[src/rtl/rx_frame_pkg.sv]
// Shared constants and state encoding for the UART receive framing stage.
package rx_frame_pkg;

  localparam logic [7:0] HDR_BYTE = 8'h55;
  localparam int         MAX_LEN  = 16;
  localparam int         BUF_AW   = 4;

  typedef enum logic [2:0] {
    ST_IDLE    = 3'd0,
    ST_LEN     = 3'd1,
    ST_PAYLOAD = 3'd2,
    ST_CHECK   = 3'd3,
    ST_HOLD    = 3'd4
  } state_t;

endpackage

[src/rtl/frame_buf_module.sv]
// Payload buffer: single-port RAM with synchronous write and registered read.
module frame_buf_module
  import rx_frame_pkg::*;
#(
  parameter int DEPTH = 16,
  parameter int AW    = BUF_AW
) (
  input  logic          CLK,
  input  logic          we,
  input  logic [AW-1:0] addr,
  input  logic [7:0]    wdata,
  output logic [7:0]    rdata
);

  logic [7:0] mem [DEPTH];

  // No reset on the array or read register so the tools can map it to block RAM.
  always_ff @(posedge CLK) begin
    if (we) begin
      mem[addr] <= wdata;
    end
    rdata <= mem[addr];
  end

endmodule

[src/rtl/rx_frame_parser_module.sv]
// Header hunt, length-prefixed payload capture and additive checksum check for
// bytes from the UART receiver; a good frame is held until acknowledged.
module rx_frame_parser_module
  import rx_frame_pkg::*;
#(
  parameter int TIMEOUT_CYC = 52080,
  parameter int MAX_LEN     = rx_frame_pkg::MAX_LEN
) (
  input  logic       CLK,
  input  logic       RSTn,
  input  logic       RX_Done_Sig,
  input  logic [7:0] RX_Data,
  input  logic [3:0] Rd_Addr,
  output logic [7:0] Rd_Data,
  output logic [4:0] Frame_Len,
  output logic       Frame_Valid,
  input  logic       Frame_Ack,
  output logic       Chk_Err_Sig,
  output logic       Fmt_Err_Sig,
  output logic       Timeout_Sig,
  output logic       Overrun_Sig
);

  localparam int         CNT_W     = $clog2(TIMEOUT_CYC);
  localparam logic [7:0] MAX_LEN_B = 8'(MAX_LEN);

  state_t           state_reg, state_next;
  logic [4:0]       len_reg, len_next;
  logic [4:0]       idx_reg, idx_next;
  logic [4:0]       idx_inc;
  logic [7:0]       sum_reg, sum_next;
  logic [CNT_W-1:0] tmo_cnt_reg, tmo_cnt_next;
  logic             chk_err_reg, chk_err_next;
  logic             fmt_err_reg, fmt_err_next;
  logic             timeout_reg, timeout_next;
  logic             overrun_reg, overrun_next;
  logic             buf_we;
  logic [3:0]       buf_addr;
  logic [7:0]       buf_q;

  assign idx_inc = 5'(idx_reg + 5'd1);

  always_ff @(posedge CLK or negedge RSTn) begin
    if (!RSTn) begin
      state_reg   <= ST_IDLE;
      len_reg     <= '0;
      idx_reg     <= '0;
      sum_reg     <= '0;
      tmo_cnt_reg <= '0;
      chk_err_reg <= 1'b0;
      fmt_err_reg <= 1'b0;
      timeout_reg <= 1'b0;
      overrun_reg <= 1'b0;
    end else begin
      state_reg   <= state_next;
      len_reg     <= len_next;
      idx_reg     <= idx_next;
      sum_reg     <= sum_next;
      tmo_cnt_reg <= tmo_cnt_next;
      chk_err_reg <= chk_err_next;
      fmt_err_reg <= fmt_err_next;
      timeout_reg <= timeout_next;
      overrun_reg <= overrun_next;
    end
  end

  always_comb begin
    state_next   = state_reg;
    len_next     = len_reg;
    idx_next     = idx_reg;
    sum_next     = sum_reg;
    tmo_cnt_next = '0;
    chk_err_next = 1'b0;
    fmt_err_next = 1'b0;
    timeout_next = 1'b0;
    overrun_next = overrun_reg;
    buf_we       = 1'b0;

    // Inter-byte watchdog; a byte arriving on the terminal cycle wins.
    if (state_reg == ST_LEN || state_reg == ST_PAYLOAD || state_reg == ST_CHECK) begin
      if (RX_Done_Sig) begin
        tmo_cnt_next = '0;
      end else if (tmo_cnt_reg == CNT_W'(TIMEOUT_CYC - 1)) begin
        timeout_next = 1'b1;
        state_next   = ST_IDLE;
      end else begin
        tmo_cnt_next = tmo_cnt_reg + 1'b1;
      end
    end

    case (state_reg)
      ST_IDLE: begin
        if (RX_Done_Sig && RX_Data == HDR_BYTE) begin
          state_next = ST_LEN;
        end
      end
      ST_LEN: begin
        if (RX_Done_Sig) begin
          if (RX_Data == 8'd0 || RX_Data > MAX_LEN_B) begin
            fmt_err_next = 1'b1;
            state_next   = ST_IDLE;
          end else begin
            len_next   = RX_Data[4:0];
            sum_next   = RX_Data;
            idx_next   = '0;
            state_next = ST_PAYLOAD;
          end
        end
      end
      ST_PAYLOAD: begin
        if (RX_Done_Sig) begin
          buf_we   = 1'b1;
          sum_next = sum_reg + RX_Data;
          idx_next = idx_inc;
          if (idx_inc == len_reg) begin
            state_next = ST_CHECK;
          end
        end
      end
      ST_CHECK: begin
        if (RX_Done_Sig) begin
          if (RX_Data == sum_reg) begin
            state_next = ST_HOLD;
          end else begin
            chk_err_next = 1'b1;
            state_next   = ST_IDLE;
          end
        end
      end
      ST_HOLD: begin
        // A header coinciding with the ack starts the next frame without loss.
        if (Frame_Ack) begin
          overrun_next = 1'b0;
          state_next   = (RX_Done_Sig && RX_Data == HDR_BYTE) ? ST_LEN : ST_IDLE;
        end else if (RX_Done_Sig) begin
          overrun_next = 1'b1;
        end
      end
      default: begin
        state_next = ST_IDLE;
      end
    endcase
  end

  // The single RAM port is borrowed for writes only while a payload byte lands.
  assign buf_addr = buf_we ? idx_reg[3:0] : Rd_Addr;

  frame_buf_module #(
    .DEPTH(16),
    .AW   (4)
  ) u_frame_buf (
    .CLK  (CLK),
    .we   (buf_we),
    .addr (buf_addr),
    .wdata(RX_Data),
    .rdata(buf_q)
  );

  assign Frame_Valid = (state_reg == ST_HOLD);
  assign Frame_Len   = len_reg;
  assign Rd_Data     = Frame_Valid ? buf_q : 8'h00;
  assign Chk_Err_Sig = chk_err_reg;
  assign Fmt_Err_Sig = fmt_err_reg;
  assign Timeout_Sig = timeout_reg;
  assign Overrun_Sig = overrun_reg;

endmodule

[config.mk]
export PLATFORM = sky130hd
export DESIGN_NAME = rx_frame_parser_module
export DESIGN_NICKNAME = d
export VERILOG_FILES = /design/src/rtl/rx_frame_pkg.sv /design/src/rtl/frame_buf_module.sv /design/src/rtl/rx_frame_parser_module.sv
export SDC_FILE = /design/constraint.sdc
export NUM_CORES = 1
export LEC_CHECK = 0
export BUFFER_PORTS_ARGS = -buffer_cell sky130_fd_sc_hd__buf_2
export CAP_MARGIN = 0
export CORE_MARGIN = 2
export CORE_UTILIZATION = 30
export CTS_CLUSTER_SIZE = 40
export DETAILED_ROUTE_END_ITERATION = 12
export GPL_TIMING_DRIVEN = 1
export PLACE_DENSITY_LB_ADDON = 0.05
export SYNTH_ARGS = -nofsm -noshare
export SYNTH_HDL_FRONTEND = slang
export SYNTH_SLANG_ARGS = --single-unit
[constraint.sdc]
create_clock -name CLK -period 7.65 [get_ports CLK]
set_clock_uncertainty 0.2 [all_clocks]
set_input_delay 0.3825 -clock CLK [delete_from_list [all_inputs] [get_ports CLK]]
set_output_delay 0.3825 -clock CLK [all_outputs]
set_load 0.005 [all_outputs]
==> reports/metrics.cfg, run 1 <==
[run_status]
status=complete, no violations

[floorplanning]
rows=58
core_area_mm2=0.0250
fp.dieH_um=163
die_w_um=163
start_util=0.303
die_area_mm2=0.0266
io_pins=34

[power_and_ir_drop]
seq_power_share=0.457
netSwitchingPower_mw=0.731
pwr_density_cell_mw_per_mm2=287
power_leakage_nw=3.22
switching_share=0.293
clkPwrFrac=0.365
pwr-share-comb=0.178
internal_power_mw=1.76
ir_worst_vdd_uv=140

[clock_tree]
cts_resized=0
cts_max_level=4
cts_setup_buffers=0
root_buffer=clkbuf_16
numCtsBuffers=17
cts.sinks=177
cts_tree=yes
clock_path_buffers=2
path_clk_slew_ns=0.07
clkLatencyLatePin_ns=0.43

[global_routing]
overflow=0
grt_pass1_wl_um=30800
grt_pass1_vias=4752
grt_max_degree=61
antenna_found_initial=0
gr-usage-all-layers=0.160

[job]
drv_cap=0

[timing]
slew_violations=0
fin_crit_sh=0.421
max-slew-margin-rel=0.342
fin_tns_setup_ns=0
setup_slack_ns=4.43
whs_ns=0.137
setup_viol=0
worst_pin_slew_ns=0.987
hold_viol_final=0
max_clock_freq_mhz=310
rsz0062_at_grt=no
period_needed_ns=3.22

[synthesis]
ys_types=58
synth_edf_count=128
ys_seq_area_frac=0.662
syn_area_per_cell_um2=13.3
syn-cell-area_mm2=0.00760
synth_nets=598
synthArstFlopShare=0.232
synth-seq-cells=177
ys_warn_count=0
syn_inst=572
ys.flop_type=edfxtp_1

[placement]
globalplace.congestion=0.794
dpl_worst_slack_ns=4.39
hpwlAfterDp_um=13500
io_buffers=33
dp.cells=919

[critical_path]
critPathMaxFanout=60
criticalPathCategory=reg -> reg
end_kind=flip-flop
cp-start-kind=flip-flop
arrival_ns=3.34
crit_required_ns=7.77

[detailed_routing]
drtIter0Drc=246
wl_per_cell_um=21.1
antenna_left=0
first_pass_iters=5
vias=4652
routed_wl_um=20100
drc=0
vias_per_cell=4.88

[layout]
drive_above_1_share=0.140
fin_cells=953
n_antenna_cell=0
layout.nets=636
largest_register_ff_count=128
n_fill_cell=2505
area_growth_pct=14.3

[min_path]
hp-class=in -> reg

[cell usage in the layout (no fill, tap or decap), types with 5 or more instances in the layout]
cell,netlist,routed
inv_1,7,7
nand3_1,23,23
and3_1,12,12
ha_1,9,9
nor3_1,6,6
a311o_1,6,6
mux2_2,5,5
clkbuf_16,0,17
nor2_1,51,51
xor2_1,15,15
dfxtp_1,8,8
xnor2_1,12,12
o22ai_1,12,12
mux2i_1,36,35
edfxtp_1,128,128
a32o_1,8,8
nand2_1,87,87
buf_2,1,33
nor4_1,5,5
a21oi_1,9,9
a31oi_1,8,8
o21ai_0,12,12
dfrtp_1,41,41
[final timing paths]
check                               startpoint              endpoint  slack, ns  depth (start not counted)
min in group asynchronous                 RSTn            sum_reg[2]       0.44                          2
worst min-delay path               RX_Done_Sig           Overrun_Sig       0.14                          3
worst max-delay path              state_reg[2]  u_frame_buf.rdata[7]       4.43                          6
worst min register to register  tmo_cnt_reg[0]        tmo_cnt_reg[0]       0.26                          1
worst max register to register    state_reg[2]  u_frame_buf.rdata[7]       4.43                          6
max in group asynchronous                 RSTn        tmo_cnt_reg[2]       6.20                          2
[power by group through the flow]
stage	clock network (mW)	registers (mW)	logic, mW
global route	0.964	1.15	0.503
finish	0.909	1.14	0.443
global placement	0	1.16	0.451
detailed placement	0	1.16	0.451
CTS	0.931	1.14	0.453
floorplan	0	1.14	0.338
[routing by layer]
layer  vias up  share of wire  GRT usage  wire (um)
li1       2196              -          -          -
met1      2359           0.48      0.220       9640
met2        86           0.47      0.258       9520
met3        11          0.038     0.0353        755
met4         0         0.0075     0.0386        150
met5         -              0          0          0
[cells by family after synthesis]
| kind of cell | Yosys count | synth area share |
|---|---|---|
| and+or+nand+nor | 209 | 0.125 |
| DFF | 177 | 0.662 |
| AOI/OAI and AO/OA | 75 | 0.0695 |
| muxes | 47 | 0.0706 |
| xor gates and xnor gates | 27 | 0.0311 |
| buffers and inverters | 27 | 0.0245 |
| adders and majority gates | 10 | 0.0175 |
[synth_stat cells, types with 4 or more instances]
cell type	instances	area share
ha_1	9	0.015
a32o_1	8	0.011
nand2_1	87	0.043
edfxtp_1	128	0.51
buf_4	6	0.0059
nor4_1	5	0.0041
o31ai_1	4	0.0040
mux2i_1	36	0.047
xnor2_1	12	0.014
a311o_1	6	0.0079
clkbuf_1	6	0.0030
a31oi_1	8	0.0066
o21ai_0	12	0.0079
and2_1	4	0.0033
a21oi_1	9	0.0059
dfrtp_1	41	0.14
nand3_1	23	0.015
xor2_1	15	0.017
nor2_1	51	0.025
and3_1	12	0.0099
nor3_1	6	0.0040
o22ai_1	12	0.0099
mux2_2	5	0.0074
inv_1	7	0.0035
dfxtp_1	8	0.021
[per-stage QoR]
step / power, mW / area, um2 / util
floorplan: 1.48 / 7600 / -
global placement: 1.61 / 8050 / 0.322
detailed placement: 1.61 / 8050 / 0.322
CTS: 2.52 / 8690 / 0.347
global route: 2.62 / 8690 / 0.347
finish: 2.49 / 8690 / 0.347
[critical path: stages, from the launching register on]
cell and delay, ns:
dfrtp_1 0.52, and4bb_4 0.55, mux2_4 0.78, mux2i_1 0.36, a32o_1 0.20, a31oi_1 0.06, a311o_1 0.37
[final cells by class]
cell class / instances / area [um2] / share of cell area
repair buffers: 39 / 215 / 0.0248
inverters: 7 / 26.3 / 0.00303
clock inverters: 15 / 190 / 0.0219
flip-flops and latches: 177 / 5030 / 0.579
clock buffers: 17 / 425 / 0.0490
multi-input cells: 368 / 2390 / 0.275
well taps: 330 / 413 / 0.0475
[timing repair]
item                                    in CTS  in global routing
endpoints found under the hold margin       43                  0
endpoints found under the setup margin       0                  0
hold buffers                                 2                  0
Note: power is estimated with default switching activity, not from simulation.
==> run 2: changes to the inputs <==
clock period = 3.1 ns   (was 7.65 ns; I/O delays follow)
==> run 2 against run 1 <==
  * Wire length grew 5.0%
  * First-iteration DRC count is 44% higher
  * Combinational power grew to 2.7 times the previous value
  * Die area is the same
  * Worst setup slack got worse by 4.2 ns
  * Global-route usage up 0.85 points
  * Sequential power grew 150%
  * Via count is 3.7% higher
  * Critical path type unchanged
  * Critical endpoint is now u_frame_buf.rdata[2]
  * Largest power group unchanged
==> reports/metrics.cfg, run 2 (synthesis results as in run 1) <==
[clock_tree]
cts.sinks=177
clkLatencyLatePin_ns=0.42
path_clk_slew_ns=0.07
cts_max_level=4
numCtsBuffers=17
cts_tree=yes
cts_setup_buffers=0
root_buffer=clkbuf_16
cts_hold_buf=9
clock_path_buffers=2
cts_resized=0

[critical_path]
cp-startpoint=state_reg[0]
cp_top_family=simple AND/OR/NAND/NOR gates
r2r_start=state_reg[0]
r2r_end=u_frame_buf.rdata[2]
end_kind=flip-flop
crit_slowest_cell=and4bb_4
crit_required_ns=3.21
criticalPathCategory=reg -> reg
crit_path_end=u_frame_buf.rdata[2]
max_stage_delay_ns=0.45
critPathMaxFanout=9
crit_buf_inv=1
cp-start-kind=flip-flop
ff2ff_setup_slack_ns=0.28
r2r_cells=7
arrival_ns=2.93
crit_chain=and4bb_4, buf_4, mux2i_4, and2_1, a32o_1, a31oi_1, a311o_1
crit_cells=7

[detailed_routing]
first_pass_iters=4
wl_met2_um=10300
drtIter0Drc=355
routed_wl_um=21100
vias_per_cell=4.85
wl_per_cell_um=21.2
vias=4825
wl_met3_um=675
met1_length_um=9930
antenna_left=0
top_layer_used=met4
drc=0

[floorplanning]
core_area_mm2=0.0250
die_w_um=163
die_area_mm2=0.0266
start_util=0.303
rows=58
fp.dieH_um=163
io_pins=34

[power_and_ir_drop]
ir_worst_vdd_uv=347
power_leakage_nw=3.42
pwr_density_cell_mw_per_mm2=680

[run_status]
status=complete, no violations

[timing]
period_needed_ns=2.82
fin_crit_sh=0.911
hold_viol_final=0
rsz0062_at_grt=no
max-slew-margin-rel=0.352
slew_violations=0
worst_pin_slew_ns=0.972
fin_tns_setup_ns=0
max_clock_freq_mhz=354
setup_viol=0

[placement]
globalplace.congestion=0.797
hpwlAfterDp_um=14800
place_area_mm2=0.00831
dp.cells=952
io_buffers=33

[layout]
layout.nets=676
fin_cells=994
layout_common_cells=edfxtp_1 (128), nand2_1 (87), nor2_1 (51), dfrtp_1 (41), buf_4 (36)
largest_register_ff_count=128
postLayoutCellArea_mm2=0.00897
drive_above_1_share=0.179
area_growth_pct=18.1
post-route-util=0.358
mostFrequentLayoutCell=edfxtp_1

[global_routing]
grt_pass1_vias=5127
grt_pass1_wl_um=32400
gr-usage-all-layers=0.169
grt_max_degree=42
overflow=0
antenna_found_initial=0

[job]
drv_cap=0

[min_path]
hp-class=in -> reg

run 2: worst min path at each step:
stage	end	from	depth (start not counted)
2_1_floorplan	Chk_Err_Sig	RSTn	0
3_3_place_gp	sum_reg[3]	RSTn	1
4_1_cts	u_frame_buf.mem[1][7]	RX_Data[7]	1
6_report	u_frame_buf.mem[6][7]	RX_Data[7]	1
3_5_place_dp	sum_reg[3]	RSTn	1
5_1_grt	u_frame_buf.mem[13][7]	RX_Data[7]	1
run 2: metrics by stage:
step	total power, mW	worst slack [ns]	hold slack [ns]
6_report	6.10	0.277	0.0321
4_1_cts	6.18	0.274	0.0398
3_5_place_dp	4.06	0.280	0.179
3_3_place_gp	4.05	0.304	0.164
5_1_grt	6.42	0.149	0.0459
2_1_floorplan	3.65	0.536	-0.341
run 2: per-layer routing:
metal	GRT usage	vias to the layer above
met3	0.0289	10
li1	-	2281
met4	0.0394	0
met5	0	-
met2	0.277	84
met1	0.233	2450
run 2: worst register-to-register path, stage by stage, from the launching register on:
cell and delay (ns):
dfrtp_1 0.44, and4bb_4 0.45, buf_4 0.21, mux2i_4 0.31, and2_1 0.41, a32o_1 0.24, a31oi_1 0.07, a311o_1 0.38
run 2: layout make-up:
type | instances | area, um2
antenna | 1 | 2.50
clock buffer | 22 | 475
clock inverter | 10 | 95.1
fill | 2457 | 16100
inverter | 7 | 26.3
multi-input combinational | 368 | 2390
sequential | 177 | 5030
tap | 330 | 413
timing repair buffer | 79 | 546
run 2: where the power goes:
| group | leakage, nW | switching, mW | internal [mW] |
|---|---|---|---|
| sequential | 1.78 | 0.125 | 2.69 |
| clock | 0.292 | 0.918 | 1.19 |
| combinational | 1.35 | 0.696 | 0.483 |
| total | 3.42 | 1.74 | 4.36 |
==> run 3: changes to the inputs <==
SLEW_MARGIN = 20   (was default)
SYNTH_HIERARCHICAL = 1   (was default)
==> run 3 against run 2 <==
  * Power decreased by 18%
  * Critical endpoint is now u_frame_buf/rdata[5]
  * Synthesized area decreased by 1.4%
  * Maximum frequency increased by 4.6%
  * Register-to-register slack improved by 0.12 ns
  * Utilization increased by 0.73 points
  * Count of clock-buffer cells in the layout decreased by 5
  * Sequential cell count unchanged
==> reports/metrics.cfg, run 3 <==
[synthesis]
synth_edf_count=128
syn_area_per_cell_um2=15.0
synth-seq-cells=177
ys.flop_type=edfxtp_1
ys_warn_count=6
synthArstFlopShare=0.232
synth_top_cell_by_area=edfxtp_1
synth_nets=524
synth_most_common_cell=edfxtp_1
ys_types=51
synth_common_cells=edfxtp_1 (128), nand2_1 (42), nor2_1 (42), dfrtp_1 (41), mux4_2 (32)
syn-cell-area_mm2=0.00749
synthDominantCellAreaShare=0.513
synthTopCellsByArea=edfxtp_1 (51%), dfrtp_1 (14%), mux4_2 (9.6%)
ys_seq_area_frac=0.671
syn_inst=498

[placement]
io_buffers=33
globalplace.congestion=0.768
dp.cells=865
hpwlAfterDp_um=12100
place_area_mm2=0.00821

[floorplanning]
die_w_um=162
fp.dieH_um=162
start_util=0.307
rows=57
die_area_mm2=0.0263
core_area_mm2=0.0244
io_pins=34

[timing]
hold_viol_final=0
fin_tns_setup_ns=0
max_clock_freq_mhz=370
whs_ns=0.00883
max-slew-margin-rel=0.496
rsz0062_at_grt=no
worst_pin_slew_ns=0.754
fin_crit_sh=0.871
slew_violations=0
setup_viol=0
period_needed_ns=2.70

[detailed_routing]
first_pass_iters=4
wl_per_cell_um=20.4
met1_length_um=9070
routed_wl_um=18500
drtIter0Drc=301
drc=0
vias=4348
antenna_left=0
vias_per_cell=4.79
wl_met3_um=579
top_layer_used=met4
wl_met2_um=8630

[power_and_ir_drop]
clkPwrFrac=0.436
internal_power_mw=3.88
netSwitchingPower_mw=1.15
seq_power_share=0.511
pwr-share-comb=0.054
ir_worst_vdd_uv=294
power_leakage_nw=3.24
pwr_density_cell_mw_per_mm2=564
switching_share=0.229

[clock_tree]
path_clk_slew_ns=0.08
cts_resized=0
numCtsBuffers=17
cts_max_level=4
cts_tree=yes
root_buffer=clkbuf_16
clkLatencyLatePin_ns=0.43
cts.sinks=177
clock_path_buffers=2

[layout]
n_antenna_cell=0
layout_common_cells=edfxtp_1 (128), nor2_1 (42), dfrtp_1 (41), nand2_1 (40), buf_2 (33)
postLayoutCellArea_mm2=0.00892
layout.nets=596
area_growth_pct=19.1
largest_register_ff_count=128
n_fill_cell=2357
post-route-util=0.366
drive_above_1_share=0.237
mostFrequentLayoutCell=edfxtp_1
fin_cells=907

[global_routing]
grt_max_degree=42
grt_pass1_vias=4464
gr-usage-all-layers=0.149
antenna_found_initial=0
overflow=0
grt_pass1_wl_um=28500

[min_path]
hp-class=in -> reg

[job]
drv_cap=0

[critical_path]
crit_chain=nand4bb_1, buf_4, nand2_1, nand2_2, buf_12, mux4_2, a22oi_1, nand2_1
critPathMaxFanout=39
cp-start-kind=flip-flop
max_stage_delay_ns=0.56
arrival_ns=2.80
end_kind=flip-flop
crit_path_frequent_cell=nand2_1
crit_required_ns=3.20
criticalPathCategory=reg -> reg
crit_slowest_cell=mux4_2

[run_status]
status=complete, no violations

[run 3: logic make-up (layout without fill, tap and decap cells)]
group / after synthesis / count (layout) / synth area share
flops: 177 / 177 / 0.671
simple gates: 158 / 158 / 0.104
compound gates: 56 / 56 / 0.0499
mux: 40 / 40 / 0.108
buf+inv: 31 / 116 / 0.0190
xor+xnor: 26 / 26 / 0.0304
fa+ha+maj: 10 / 10 / 0.0177
[run 3: power by group through the flow]
stage          Combinational, mW  Sequential, mW  Clock, mW
5_1_grt                    0.300            2.57       2.36
3_3_place_gp               0.264            2.62          0
6_report                   0.269            2.57       2.19
4_1_cts                    0.273            2.57       2.28
3_5_place_dp               0.266            2.62          0
2_1_floorplan              0.143            2.62          0
[run 3: what timing repair did]
action,4_1_cts,5_1_grt
hold buffers,8,1
hold endpoints to repair,79,10
buffers inserted,0,0
[run 3: critical path, delay by kind of cell (launching register included)]
| kind | cells | cell delay [ns] |
|---|---|---|
| DFF | 1 | 0.42 |
| muxes | 1 | 0.56 |
| AOI/OAI and AO/OA | 1 | 0.39 |
| buffers and inverters | 2 | 0.50 |
| and+or+nand+nor | 4 | 0.45 |
[run 3: worst paths after layout]
path	from	to	slack (ns)	depth (start not counted)
setup / recovery	state_reg[0]	u_frame_buf/rdata[5]	0.40	8
hold / removal	RX_Data[3]	u_frame_buf/mem[13][3]	0.009	2
setup reg to reg	state_reg[0]	u_frame_buf/rdata[5]	0.40	8
hold reg to reg	tmo_cnt_reg[0]	tmo_cnt_reg[0]	0.26	1
max in group asynchronous	RSTn	tmo_cnt_reg[12]	1.74	4
min in group asynchronous	RSTn	sum_reg[2]	0.48	3
[run 3: routing by layer]
layer	vias to the layer above	track usage
met5	-	0
li1	2039	-
met4	0	0.0410
met2	75	0.227
met3	14	0.0329
met1	2220	0.216
[run 3: cell type report]
class,count,area (um2),area share
clock buffers,17,425,0.0477
inverters,12,45.0,0.00505
repair buffers,72,518,0.0581
well taps,324,405,0.0454
flip-flops and latches,177,5030,0.564
multi-input cells,290,2320,0.260
clock inverters,15,174,0.0195
[run 3: metrics by stage]
stage	worst slack [ns]	total power [mW]
6_report	0.401	5.03
2_1_floorplan	0.298	2.76
3_5_place_dp	0.436	2.89
4_1_cts	0.407	5.12
5_1_grt	0.265	5.23
3_3_place_gp	0.450	2.88
